File: src/rtl/adder_bist.sv
`default_nettype none
// ============================================================================
// Module      : adder_bist
// Description : Built-in self-test engine for an N-bit adder tile. Sweeps
//               every operand combination into the adder under test, waits
//               DUT_LAT cycles per vector, compares {cout,sum} against an
//               internal reference and reports error count, first failing
//               vector and pass/fail.
//               Optional feature macro: BIST_CIN_EN (include carry-in in the
//               sweep; otherwise op_cin is tied to 0).
// Revision    : 1.0 - initial release
// ============================================================================
module adder_bist #(
   parameter int WIDTH   = 4,   // operand width of the adder under test (1..8)
   parameter int DUT_LAT = 1,   // cycles from operand change to valid result
   parameter int ERR_W   = 8    // width of the saturating error counter
) (
   input  logic               clk,
   input  logic               rst,
   input  logic               i_start,
   output logic [WIDTH-1:0]   o_op_a,
   output logic [WIDTH-1:0]   o_op_b,
   output logic               o_op_cin,
   input  logic [WIDTH-1:0]   i_dut_sum,
   input  logic               i_dut_cout,
   output logic               o_busy,
   output logic               o_done,
   output logic               o_pass,
   output logic [ERR_W-1:0]   o_err_count,
   output logic               o_fail_valid,
   output logic [2*WIDTH:0]   o_fail_vec
);

`ifdef BIST_CIN_EN
   localparam int c_VEC_W = 2*WIDTH + 1;
`else
   localparam int c_VEC_W = 2*WIDTH;
`endif
   localparam int c_WAIT_W = (DUT_LAT > 0) ? $clog2(DUT_LAT + 1) : 1;
   localparam logic [c_VEC_W-1:0]  c_VEC_LAST  = '1;
   localparam logic [c_WAIT_W-1:0] c_WAIT_LAST = c_WAIT_W'(DUT_LAT);
   localparam logic [ERR_W-1:0]    c_ERR_MAX   = '1;

   typedef enum logic [1:0] {
      S_IDLE = 2'd0,
      S_RUN  = 2'd1,
      S_DONE = 2'd2
   } state_t;

   state_t               r_state;
   state_t               w_state_nxt;
   logic [c_VEC_W-1:0]   r_vec;
   logic [c_WAIT_W-1:0]  r_wait;
   logic [ERR_W-1:0]     r_err_count;
   logic                 r_fail_valid;
   logic [2*WIDTH:0]     r_fail_vec;

   logic                 w_clear;
   logic                 w_compare;
   logic                 w_busy;
   logic                 w_done;
   logic                 w_cin;
   logic [WIDTH:0]       w_ref;
   logic                 w_mismatch;
   logic [2*WIDTH:0]     w_cur_vec;

   // Operands come straight off the vector register, so they are registered
   // and read 0 in IDLE (vector register is cleared by reset).
   assign o_op_a = r_vec[WIDTH-1:0];
   assign o_op_b = r_vec[2*WIDTH-1:WIDTH];
`ifdef BIST_CIN_EN
   assign w_cin  = r_vec[2*WIDTH];
`else
   assign w_cin  = 1'b0;
`endif
   assign o_op_cin = w_cin;

   // Reference is computed one bit wider than the operands so the carry-out
   // is never truncated.
   assign w_ref      = {1'b0, o_op_a} + {1'b0, o_op_b} + {{WIDTH{1'b0}}, w_cin};
   assign w_mismatch = ({i_dut_cout, i_dut_sum} != w_ref);
   assign w_cur_vec  = {w_cin, o_op_b, o_op_a};

   // State register.
   always_ff @(posedge clk) begin
      if (rst) begin
         r_state <= S_IDLE;
      end else begin
         r_state <= w_state_nxt;
      end
   end

   // Next-state decode plus clear/compare strobes and status decode.
   always_comb begin
      w_state_nxt = r_state;
      w_clear     = 1'b0;
      w_compare   = 1'b0;
      w_busy      = 1'b0;
      w_done      = 1'b0;
      case (r_state)
         S_IDLE: begin
            if (i_start) begin
               w_state_nxt = S_RUN;
               w_clear     = 1'b1;
            end
         end
         S_RUN: begin
            w_busy = 1'b1;
            if (r_wait == c_WAIT_LAST) begin
               w_compare = 1'b1;
               if (r_vec == c_VEC_LAST) begin
                  w_state_nxt = S_DONE;
               end
            end
         end
         S_DONE: begin
            w_done = 1'b1;
            if (i_start) begin
               w_state_nxt = S_RUN;
               w_clear     = 1'b1;
            end
         end
         default: begin
            w_state_nxt = S_IDLE;
         end
      endcase
   end

   // Sweep datapath: vector/wait counters, saturating error count, first-fail capture.
   always_ff @(posedge clk) begin
      if (rst) begin
         r_vec        <= '0;
         r_wait       <= '0;
         r_err_count  <= '0;
         r_fail_valid <= 1'b0;
         r_fail_vec   <= '0;
      end else if (w_clear) begin
         r_vec        <= '0;
         r_wait       <= '0;
         r_err_count  <= '0;
         r_fail_valid <= 1'b0;
         r_fail_vec   <= '0;
      end else if (w_busy) begin
         if (w_compare) begin
            if (w_mismatch) begin
               if (r_err_count != c_ERR_MAX) begin
                  r_err_count <= r_err_count + ERR_W'(1);
               end
               if (!r_fail_valid) begin
                  r_fail_valid <= 1'b1;
                  r_fail_vec   <= w_cur_vec;
               end
            end
            // Last vector stays on the operands through DONE.
            if (r_vec != c_VEC_LAST) begin
               r_vec  <= r_vec + c_VEC_W'(1);
               r_wait <= '0;
            end
         end else begin
            r_wait <= r_wait + c_WAIT_W'(1);
         end
      end
   end

   assign o_busy       = w_busy;
   assign o_done       = w_done;
   assign o_pass       = w_done && (r_err_count == '0);
   assign o_err_count  = r_err_count;
   assign o_fail_valid = r_fail_valid;
   assign o_fail_vec   = r_fail_vec;

endmodule
`default_nettype wire

File: config.mk
export PLATFORM = sky130hd
export DESIGN_NAME = adder_bist
export DESIGN_NICKNAME = d
export VERILOG_FILES = /design/src/rtl/adder_bist.sv
export SDC_FILE = /design/constraint.sdc
export NUM_CORES = 1
export LEC_CHECK = 0
export ABC_AREA = 1
export BUFFER_PORTS_ARGS = -buffer_cell sky130_fd_sc_hd__buf_2
export CORE_MARGIN = 2
export CORE_UTILIZATION = 30
export CTS_BUF_LIST = sky130_fd_sc_hd__clkbuf_16
export DETAILED_ROUTE_END_ITERATION = 16
export HOLD_SLACK_MARGIN = 0.15
export PLACE_DENSITY = 0.5
export SLEW_MARGIN = 0
export SYNTH_ARGS = -nofsm -noshare
export SYNTH_HDL_FRONTEND = slang
export SYNTH_SLANG_ARGS = --single-unit
File: constraint.sdc
create_clock -name clk -period 2.7 [get_ports clk]
set_input_delay 0.405 -clock clk [delete_from_list [all_inputs] [get_ports clk]]
set_output_delay 0.405 -clock clk [all_outputs]
set_load 0.03 [all_outputs]
==> results.sh <==
export IMPL_floorplan_core_area_mm2=0.005205
export IMPL_power_frac_clock=0.401
export IMPL_post_cts_resize_count=0
export IMPL_switching_power_w=0.0002016
export IMPL_antenna_found_initial=0
export IMPL_num_io_pins=38
export IMPL_avg_inst_size_synth_um2=6.794
export IMPL_htree_levels=1
export IMPL_cts_made_buffers=3
export IMPL_seq_power_share=0.504
export IMPL_cp_buffers_inverters=0
export IMPL_ys_warn_count=0
export IMPL_seq_area_um2=560.5
export IMPL_fmax_mhz=446.5
export IMPL_crit_path_frequent_cell="sky130_fd_sc_hd__nand2_1"
export IMPL_synth_cell_area_mm2=0.001644
export IMPL_maximum_number_of_pins_on_one_net_before_global_route_repair=23
export IMPL_synth_top_area_cell="sky130_fd_sc_hd__dfxtp_1"
export IMPL_diodes=0
export IMPL_crit_path_cell_trace="ha_1 -> fa_1 -> xnor2_1 -> nand2_1 -> nor2_2 -> nand4_4 -> nand3_2 -> nand2_1 -> nand2_1 -> nor2_1"
export IMPL_power_leakage_nw=1.007
export IMPL_fin_worst_skew_ns=0.002011
export IMPL_critical_path_class="register to register"
export IMPL_starting_density_of_the_core=0.3159
export IMPL_p_per_area_mw_per_mm2=428.8
export IMPL_clock_transition_at_the_registers_of_the_reported_paths_ns=0.07
export IMPL_timing_critical_path_fanout_max=16
export IMPL_drt_iter0_markers=64
export IMPL_setup_tns_ns=0
export IMPL_routedWlPerCell_um=11.06
export IMPL_total_die_area_mm2=0.006089
export IMPL_grtUsageTotal=0.1343
export IMPL_congestion_overflow_gr=0
export IMPL_post_drt_antenna_nets=0
export IMPL_hold_viol_final=0
export IMPL_filler_cell_count=581
export IMPL_area_growth_syn_to_layout_pct=19.41
export IMPL_synth_cell_type_count=27
export IMPL_finalWorstPathRequiredPeriod_ns=2.240
export IMPL_master_of_the_slowest_instance_on_the_critical_path="sky130_fd_sc_hd__dfxtp_1"
export IMPL_period_share=0.8295
export IMPL_vias=1479
export IMPL_global_route_wire_length_before_repair_um=6575
export IMPL_die_height_um=78.03
export IMPL_worst_skew_pair_late_latency_ns=0.26
export IMPL_synth_seq_cells=28
export IMPL_final_setup_viol_count=0
export IMPL_drv_slew=0
export IMPL_capturing_element_type_of_the_critical_path="register"
export IMPL_synth_largest_type_area_fraction=0.3409
export IMPL_intPower_w=0.0006403
export IMPL_ctsHoldBuffers=0
export IMPL_multi_input_comb_area_um2=895.9
export IMPL_worstHoldPathType="input port to register"
export IMPL_port_buffers=35
export IMPL_max_stage_delay_ns=0.47
export IMPL_cp_required_ns=2.86
export IMPL_power_switching_share=0.2394
export IMPL_numClockSinks=28
export IMPL_start_kind="register"
export IMPL_chipWidth_um=78.03
export IMPL_route_detailed_vias_per_inst=4.250
export IMPL_drive_gt1_frac=0.2050
export IMPL_outcome="completed"
export IMPL_postLayoutCoreUtil=0.3772
export IMPL_drc_errors=0
export IMPL_synth_seq_area_share=0.3409
export IMPL_rows=26
export IMPL_post_synth_inst_count=242
export IMPL_netlist_top_cells_area="sky130_fd_sc_hd__dfxtp_1 (34%), sky130_fd_sc_hd__nand2_1 (14%), sky130_fd_sc_hd__nor2_1 (8.4%)"
export IMPL_rsz0062_at_grt="no"
export IMPL_cap_viol_max_count=0
export IMPL_number_of_detailed_route_iterations_in_the_first_pass=4
export IMPL_route_final_wire_length_um=3848
export IMPL_final_net_count=296
export IMPL_arrival_ns=2.40
export IMPL_first_global_vias=1353
export IMPL_clk_root_buffer_cell="sky130_fd_sc_hd__clkbuf_16"
export IMPL_dp_hpwl_um=2864
export IMPL_globalplace_congestion=0.8092
export IMPL_timing_critical_path_max_delay_family="simple AND/OR/NAND/NOR gates"
export IMPL_cts_max_path_buffers=2
export IMPL_pwr_share_comb=0.095
export IMPL_max_vdd_ir_drop_mv=0.2047
export IMPL_tritoncts="yes"
export IMPL_cts_setup_buffers=0
synth_stat cells (all sizes together):
library cell and n:
conb 1, o21ai 4, nand3b 2, nand4 10
xor2 5, nand3 11, buf 4, a31oi 1
dfxtp 28, or3 1, nor3 1, fa 1
clkbuf 2, xnor2 5, a21oi 13, inv 39
nand2 67, nor2 40, ha 7
state kept, by name, indices dropped and copies added (netlist names):
signal	flops
o_err_count	8
o_fail_valid	1
o_fail_vec	8
r_state	2
r_vec	8
r_wait	1
worst paths after layout:
| path | startpoint | end | slack, ns | cells past startpoint |
|---|---|---|---|---|
| hold reg to reg | r_wait | r_state[1] | 0.50 | 2 |
| hold / removal | rst | r_state[1] | 0.32 | 2 |
| setup / recovery | r_vec[4] | o_fail_vec[3] | 0.46 | 10 |
| setup reg to reg | r_vec[4] | o_fail_vec[3] | 0.46 | 10 |
power by group through the flow:
stage | Combinational, W | Clock (W) | Sequential [W]
floorplan | 0.0000522 | 0 | 0.000442
global placement | 0.0000805 | 0 | 0.000434
detailed placement | 0.0000801 | 0 | 0.000434
CTS | 0.0000803 | 0.000350 | 0.000424
global route | 0.0000897 | 0.000364 | 0.000425
finish | 0.0000797 | 0.000338 | 0.000425
cell usage in the layout, fill, tap and decap left out, types with 2 or more instances in the layout:
cell and instances:
sky130_fd_sc_hd__o21ai_0 4, sky130_fd_sc_hd__inv_1 35, sky130_fd_sc_hd__nand4_1 9, sky130_fd_sc_hd__xor2_1 5
sky130_fd_sc_hd__ha_1 7, sky130_fd_sc_hd__buf_4 3, sky130_fd_sc_hd__inv_2 4, sky130_fd_sc_hd__nor2_1 37
sky130_fd_sc_hd__a21oi_1 12, sky130_fd_sc_hd__conb_1 2, sky130_fd_sc_hd__xnor2_1 5, sky130_fd_sc_hd__dfxtp_1 28
sky130_fd_sc_hd__nand2_2 4, sky130_fd_sc_hd__clkbuf_16 3, sky130_fd_sc_hd__nand3b_1 2, sky130_fd_sc_hd__nand3_1 9
sky130_fd_sc_hd__nand3_2 2, sky130_fd_sc_hd__nand2_1 63, sky130_fd_sc_hd__buf_2 35, sky130_fd_sc_hd__nor2_2 2
per-stage QoR:
stage | cell area (µm²) | worst slack, ns | total power, W | cells | hold slack (ns)
after floorplan | 1648 | 0.4524 | 0.0004942 | 243 | 0.4641
after global placement | 1888 | 0.4728 | 0.0005147 | 345 | 0.4879
after detailed placement | 1888 | 0.4247 | 0.0005142 | 345 | 0.4885
after CTS | 1963 | 0.4213 | 0.0008548 | 348 | 0.3193
after global routing | 1963 | 0.2650 | 0.0008790 | 348 | 0.3254
final | 1963 | 0.4604 | 0.0008419 | 348 | 0.3248
area by class of cell:
cell class | count | area share
multi-input cells | 170 | 0.4563
flip-flops and latches | 28 | 0.2855
clock buffers | 3 | 0.03824
inverters | 39 | 0.07457
well taps | 70 | 0.04461
repair buffers | 38 | 0.1007
layer usage:
layer / track usage / share of wire
met1: 0.2010 / 0.54
met2: 0.1862 / 0.40
met3: 0.02759 / 0.043
met4: 0.05263 / 0.016
met5: 0 / 0
cell families (layout without fill, tap and decap cells):
group           count (synthesis)  after routing  synth area share
other cells                     1              2          0.002281
buf+inv                        45             80            0.1164
fa+ha+maj                       8              8           0.06545
xor+xnor                       10             10           0.05327
flops                          28             28            0.3409
simple gates                  132            132            0.3638
compound gates                 18             18           0.05784
(Power assumes the default switching activity.)
